### config.mk
export PLATFORM = sky130hd
export DESIGN_NAME = m68k_bus_arbiter
export DESIGN_NICKNAME = d
export VERILOG_FILES = /design/src/rtl/m68k_arb_pkg.sv /design/src/rtl/pistorm_sync.sv /design/src/rtl/m68k_bus_arbiter.sv
export SDC_FILE = /design/constraint.sdc
export NUM_CORES = 1
export LEC_CHECK = 0
export ABC_AREA = 1
export BUFFER_PORTS_ARGS = -buffer_cell sky130_fd_sc_hd__buf_4
export CORE_MARGIN = 2
export CORE_UTILIZATION = 40
export CTS_BUF_LIST = sky130_fd_sc_hd__clkbuf_4 sky130_fd_sc_hd__clkbuf_8
export DETAILED_ROUTE_END_ITERATION = 16
export MAX_ROUTING_LAYER = met4
export PLACE_DENSITY = 0.65
export SLEW_MARGIN = 20
export SYNTH_ARGS = -nofsm -noshare
export SYNTH_HDL_FRONTEND = slang
export SYNTH_SLANG_ARGS = --single-unit
### constraint.sdc
create_clock -name PI_CLK -period 2 [get_ports PI_CLK]
set_input_delay 0.1 -clock PI_CLK [delete_from_list [all_inputs] [get_ports PI_CLK]]
set_output_delay 0.1 -clock PI_CLK [all_outputs]
set_load 0.02 [all_outputs]
### src/rtl/m68k_arb_pkg.sv
// Shared types for the 68000 bus arbiter.
// State encodings are visible to software through the status register.
package m68k_arb_pkg;

   localparam int ARB_W             = 3;
   localparam int GRANT_TIMEOUT_DEF = 16;

   typedef enum logic [ARB_W-1:0] {
      OWN_IDLE   = 3'd0,
      OWN_BUSY   = 3'd1,
      GRANT_PEND = 3'd2,
      GRANTED    = 3'd3,
      FOREIGN    = 3'd4,
      RECLAIM    = 3'd5
   } arb_state_t;

endpackage

### src/rtl/pistorm_sync.sv
// N-stage synchroniser for one asynchronous input.
// The reset value matches the pin's idle level.
module pistorm_sync #(
   parameter int   N       = 2,
   parameter logic RST_VAL = 1'b0
) (
   input  logic clk,
   input  logic rst,
   input  logic d,
   output logic q
);

   logic [N-1:0] sr;

   always_ff @(posedge clk or posedge rst) begin
      if (rst) begin
         sr <= {N{RST_VAL}};
      end else begin
         sr <= {sr[N-2:0], d};
      end
   end

   assign q = sr[N-1];

endmodule

### src/rtl/m68k_bus_arbiter.sv
// 68000 bus ownership FSM: Pi cycle gating and BR/BG/BGACK handover.
// Everything runs on PI_CLK; the 68K clock is seen only as c7m_fall.
module m68k_bus_arbiter
   import m68k_arb_pkg::*;
#(
   parameter int SYNC_STAGES   = 2,
   parameter int GRANT_TIMEOUT = GRANT_TIMEOUT_DEF,
   parameter int TO_W          = 5
) (
   input  logic             PI_CLK,
   input  logic             PI_RST,
   input  logic             M68K_CLK,
   input  logic             M68K_BR_n,
   input  logic             M68K_BGACK_n,
   output logic             M68K_BG_n,
   input  logic             pi_req,
   output logic             pi_ack,
   output logic             eng_start,
   input  logic             eng_busy,
   output logic             bus_owned,
   output logic             grant_to,
   input  logic             grant_to_clr,
   output logic [ARB_W-1:0] arb_state
);

   localparam logic [TO_W-1:0] TO_MAX  = TO_W'(GRANT_TIMEOUT);
   localparam logic [TO_W-1:0] TO_LAST = TO_W'(GRANT_TIMEOUT - 1);

   logic br_n_s, bgack_n_s, c7m_s1, c7m_s2;
   logic br, bgack, c7m_fall;

   arb_state_t      state_q, state_d;
   logic            bg_n_q, bg_n_d;
   logic            own_q, own_d;
   logic            ack_q, ack_d;
   logic            gto_q, gto_d, to_set;
   logic [TO_W-1:0] cnt_q, cnt_d;
   logic [1:0]      guard_q, guard_d;

   pistorm_sync #(.N(SYNC_STAGES), .RST_VAL(1'b1)) u_br_sync (
      .clk (PI_CLK),
      .rst (PI_RST),
      .d   (M68K_BR_n),
      .q   (br_n_s)
   );

   pistorm_sync #(.N(SYNC_STAGES), .RST_VAL(1'b1)) u_bgack_sync (
      .clk (PI_CLK),
      .rst (PI_RST),
      .d   (M68K_BGACK_n),
      .q   (bgack_n_s)
   );

   pistorm_sync #(.N(2), .RST_VAL(1'b0)) u_c7m_sync (
      .clk (PI_CLK),
      .rst (PI_RST),
      .d   (M68K_CLK),
      .q   (c7m_s1)
   );

   assign br       = ~br_n_s;
   assign bgack    = ~bgack_n_s;
   assign c7m_fall = c7m_s2 & ~c7m_s1;

   always_ff @(posedge PI_CLK or posedge PI_RST) begin
      if (PI_RST) begin
         state_q <= OWN_IDLE;
         bg_n_q  <= 1'b1;
         own_q   <= 1'b1;
         ack_q   <= 1'b0;
         gto_q   <= 1'b0;
         cnt_q   <= '0;
         guard_q <= '0;
         c7m_s2  <= 1'b0;
      end else begin
         state_q <= state_d;
         bg_n_q  <= bg_n_d;
         own_q   <= own_d;
         ack_q   <= ack_d;
         gto_q   <= gto_d;
         cnt_q   <= cnt_d;
         guard_q <= guard_d;
         c7m_s2  <= c7m_s1;
      end
   end

   always_comb begin
      state_d = state_q;
      bg_n_d  = bg_n_q;
      own_d   = own_q;
      ack_d   = 1'b0;
      cnt_d   = cnt_q;
      guard_d = guard_q;
      to_set  = 1'b0;
      unique case (state_q)
         OWN_IDLE: begin
            if (br) begin
               state_d = GRANT_PEND;
            end else if (pi_req) begin
               ack_d   = 1'b1;
               guard_d = 2'd2;
               state_d = OWN_BUSY;
            end
         end
         OWN_BUSY: begin
            // eng_busy is not trusted until the engine has seen eng_start
            if (guard_q != 2'd0) begin
               guard_d = guard_q - 2'd1;
            end else if (!eng_busy) begin
               state_d = br ? GRANT_PEND : OWN_IDLE;
            end
         end
         GRANT_PEND: begin
            if (!br) begin
               state_d = OWN_IDLE;
            end else if (c7m_fall) begin
               bg_n_d  = 1'b0;
               own_d   = 1'b0;
               cnt_d   = '0;
               state_d = GRANTED;
            end
         end
         GRANTED: begin
            if (bgack) begin
               state_d = FOREIGN;
            end else if (!br) begin
               state_d = RECLAIM;
            end else if (c7m_fall) begin
               if (cnt_q == TO_LAST) begin
                  cnt_d   = TO_MAX;
                  to_set  = 1'b1;
                  bg_n_d  = 1'b1;
                  state_d = RECLAIM;
               end else begin
                  cnt_d = cnt_q + TO_W'(1);
               end
            end
         end
         FOREIGN: begin
            if (c7m_fall) begin
               bg_n_d = 1'b1;
            end
            if (!bgack) begin
               state_d = RECLAIM;
            end
         end
         RECLAIM: begin
            // BG_n only moves on a 68K falling edge, so release lands here
            if (c7m_fall) begin
               bg_n_d  = 1'b1;
               own_d   = 1'b1;
               state_d = br ? GRANT_PEND : OWN_IDLE;
            end
         end
         default: begin
            state_d = OWN_IDLE;
         end
      endcase
      gto_d = grant_to_clr ? 1'b0 : (to_set | gto_q);
   end

   assign M68K_BG_n = bg_n_q;
   assign bus_owned = own_q;
   assign pi_ack    = ack_q;
   assign eng_start = ack_q;
   assign grant_to  = gto_q;
   assign arb_state = state_q;

endmodule

==> metrics.md <==
| Metric | Value |
|---|---|
| Top Usage Layer GRT | `met2` |
| M3 GR Usage | `2.81%` |
| First-pass GRT wire length | `approximately 4.1 mm` |
| Fmax | `slightly above 600 MHz` |
| Largest net degree at the start of global routing | `22` |
| Crit share post-route | `82.6%` |
| Status | `completed` |
| MaxCap Viol Count | `0` |
| Top-area cell type share of the netlist area | `30.2%` |
| DPL Wire Length | `around 1.7 mm` |
| DRC | `0` |
| Synth Cell Area | `between 1000 and 1500 um^2` |
| VDD IR-drop max | `approximately 0.6 mV` |
| LEAKAGE | `0.713 nW` |
| Most frequent cells in the layout | `nand2_1, inv_1` |
| Startpoint types | `flop` |
| Clock skew | `0.00491 ns` |
| IO Count | `16` |
| Die X-Extent | `~60 um` |
| Met1 usage | `19.2%` |
| Row count | `20` |
| Sequential power share | `between 30% and 40%` |
| FF-to-FF Start | `cnt_q[0]` |
| Antenna diode count | `0` |
| RePlAce Congestion | `0.881` |
| # setup viols final | `0` |
| Num Clock Sinks | `21` |
| Worst reg2reg setup slack | `approximately 0.35 ns` |
| Worst-path fanout max | `4` |
| Finished Layout Cells | `roughly 200` |
| Cell types occupying the most area after synthesis | `dfrtp_1, dfstp_2, nand2_1` |
| Starting Density | `just over 40%` |
| Post-CTS sizing | `0` |
| Clock Tree Buf Depth | `2` |
| CTS H-tree depth | `1` |
| Distinct cells, synth | `28` |
| DR pass1 iterations | `4` |
| Core ar. | `around 3000 um^2` |
| Yosys reg bits | `21` |
| Fill count | `roughly 300` |
| WHS Path Cells | `3` |
| Slew margin rel. | `slightly above 50%` |
| Final nets | `between 150 and 200` |
| Net Sw Frac | `45.5%` |
| Total GRT Usage | `between 15 and 20%` |
| Post-Syn Instances | `approximately 140` |
| Placed cells | `roughly 190` |
| Area growth syn-to-layout | `16.2%` |
| Slew @ Worst Pin | `0.744 ns` |
| M2 GR Usage | `25.6%` |
| Setup repair after global routing missed its margin | `no` |
| Initial antenna violation count | `0` |
| Worst reg2reg path endpoint | `M68K_BG_n` |
| Final hold violation count | `0` |
| Synth Net Count | `about 160` |
| Sequential share of the synthesized area | `between 40 and 50%` |
| Gate power share | `about 49%` |
| Hold WC Path Type | `input pin to flop` |
| Clock period minus worst slack | `about 1.7 ns` |
| Max-slew violation count | `0` |
| DIE AREA | `approximately 3600 um^2` |
| Clk_lat worst skew | `just over 0.3 ns` |
| CTS tree | `done` |
| WL/cell | `approximately 11 um` |
| 1st-iter DRT viols | `13` |
| CTS Buf Count | `3` |
| Root Driver | `clkbuf_4` |
| Synth area leader | `dfrtp_1` |
| Vias per cell | `roughly 5` |
| Via count | `989` |
| Int Power | `between 0.9 and 1 mW` |
| Worst EP arrival | `~1.9 ns` |
| Setup Crit Path Kind | `flop to flop` |
| Power per Cell Area | `1190 nW/um^2` |
| Post-CTS setup buffer count | `0` |
| Crit path to | `M68K_BG_n` |
| Most common cell after layout, fill and taps aside | `nand2_1` |
| Avg Inst Size Synth | `around 8.6 um^2` |
| Sw Pwr | `0.779 mW` |
| Die Span Y | `around 60 um` |
| WP data required | `approximately 2.3 ns` |
| Clock share of power | `~12%` |
| Final WL | `roughly 2.2 mm` |
| Antenna-violating nets left | `0` |
| Crit. End Element | `flop` |
| Synthesis Warnings | `0` |
| GRT overflow | `0` |
| Setup TNS | `0 ns` |
| Vias in the first global route | `between 900 and 1000` |
| Critical Path Source | `cnt_q[0]` |
| Share of layout cells above drive strength 1 | `30.3%` |
| FF-to-FF path depth | `10` |
| Port Buf Inserts | `15` |
| Worst-path clk slew | `around 0.12 ns` |
## Yosys cell counts, drive strengths merged
cell and n:
dfrtp 15, o21ai 7, nand2 33, inv 21, o21a 1, ha 6, nor2 23, xor2 1
dfstp 6, a21oi 4, clkinv 1, nor3 1, buf 3, o31ai 3, nand4 3, o21bai 1
nand3 15
## registers in the layout, summed over array words and instances, names as in the netlist
name             cells
eng_start            1
u_c7m_sync.sr        2
M68K_BG_n            1
bus_owned            1
u_br_sync.sr         2
c7m_s2               1
cnt_q                5
grant_to             1
guard_q              2
arb_state            3
u_bgack_sync.sr      2
## metrics by stage
stage	area (um^2)	power (mW)	hold WS [ns]	setup WS, ns	utilization, %
after floorplan	1240	1.35	0.0721	0.526	-
after global placement	1370	1.50	0.210	0.446	45.5
after detailed placement	1370	1.51	0.211	0.350	45.5
after CTS	1440	1.73	0.0634	0.328	48.1
after global routing	1440	1.89	0.0718	0.102	48.1
final	1440	1.71	0.0612	0.349	48.1
## how the worst min path moves through the flow
stage | from | end | slack, ns
floorplan | PI_RST | arb_state[0] | 0.07
global route | pi_req | eng_start | 0.07
global placement | M68K_BGACK_n | u_bgack_sync.sr[0] | 0.21
finish | pi_req | eng_start | 0.06
detailed placement | M68K_BR_n | u_br_sync.sr[0] | 0.21
CTS | pi_req | eng_start | 0.06
## kinds of logic after synthesis
logic type / Yosys count / share of synthesized area [%]
adder cells (fa/ha/maj): 6 / 6.04
AO/OA/AOI/OAI: 16 / 8.56
buffers and inverters: 25 / 9.16
XOR/XNOR: 1 / 0.705
flip-flops: 21 / 42.9
AND/OR/NAND/NOR: 75 / 32.6
## metal layers
metal	vias to the layer above	wire, um
met5	-	0
met4	0	57
met3	6	88
met2	27	1090
met1	454	1010
li1	502	-
## repair_timing
action                     4_1_cts  5_1_grt
hold endpoints to repair        19        0
hold buffers                     5        0
setup endpoints to repair        0        0
## worst max-delay path, stage by stage (launching register included)
cell and delay, ns:
dfrtp_1 0.43, ha_1 0.19, nand2_1 0.07, nor2_1 0.17, ha_1 0.22, inv_1 0.06
nand2_1 0.09, inv_1 0.07, nor2_1 0.12, nand2_2 0.06, o21ai_1 0.12
## power groups by stage
stage	Sequential [mW]	Combinational, mW	Clock (mW)
CTS	0.675	0.840	0.216
finish	0.673	0.830	0.210
global placement	0.679	0.817	0
detailed placement	0.683	0.829	0
floorplan	0.662	0.685	0
global route	0.692	0.952	0.244
## cell type report
cell class	count	area [um^2]	share of cell area, %
Clock inverter	1	5.00	0.347
Tap cell	33	41.3	2.86
Clock buffer	3	22.5	1.56
Sequential cell	21	533	36.9
Multi-Input combinational cell	98	596	41.2
Inverter	22	83.8	5.81
Timing Repair Buffer	20	163	11.3
(Power assumes the default switching activity.)
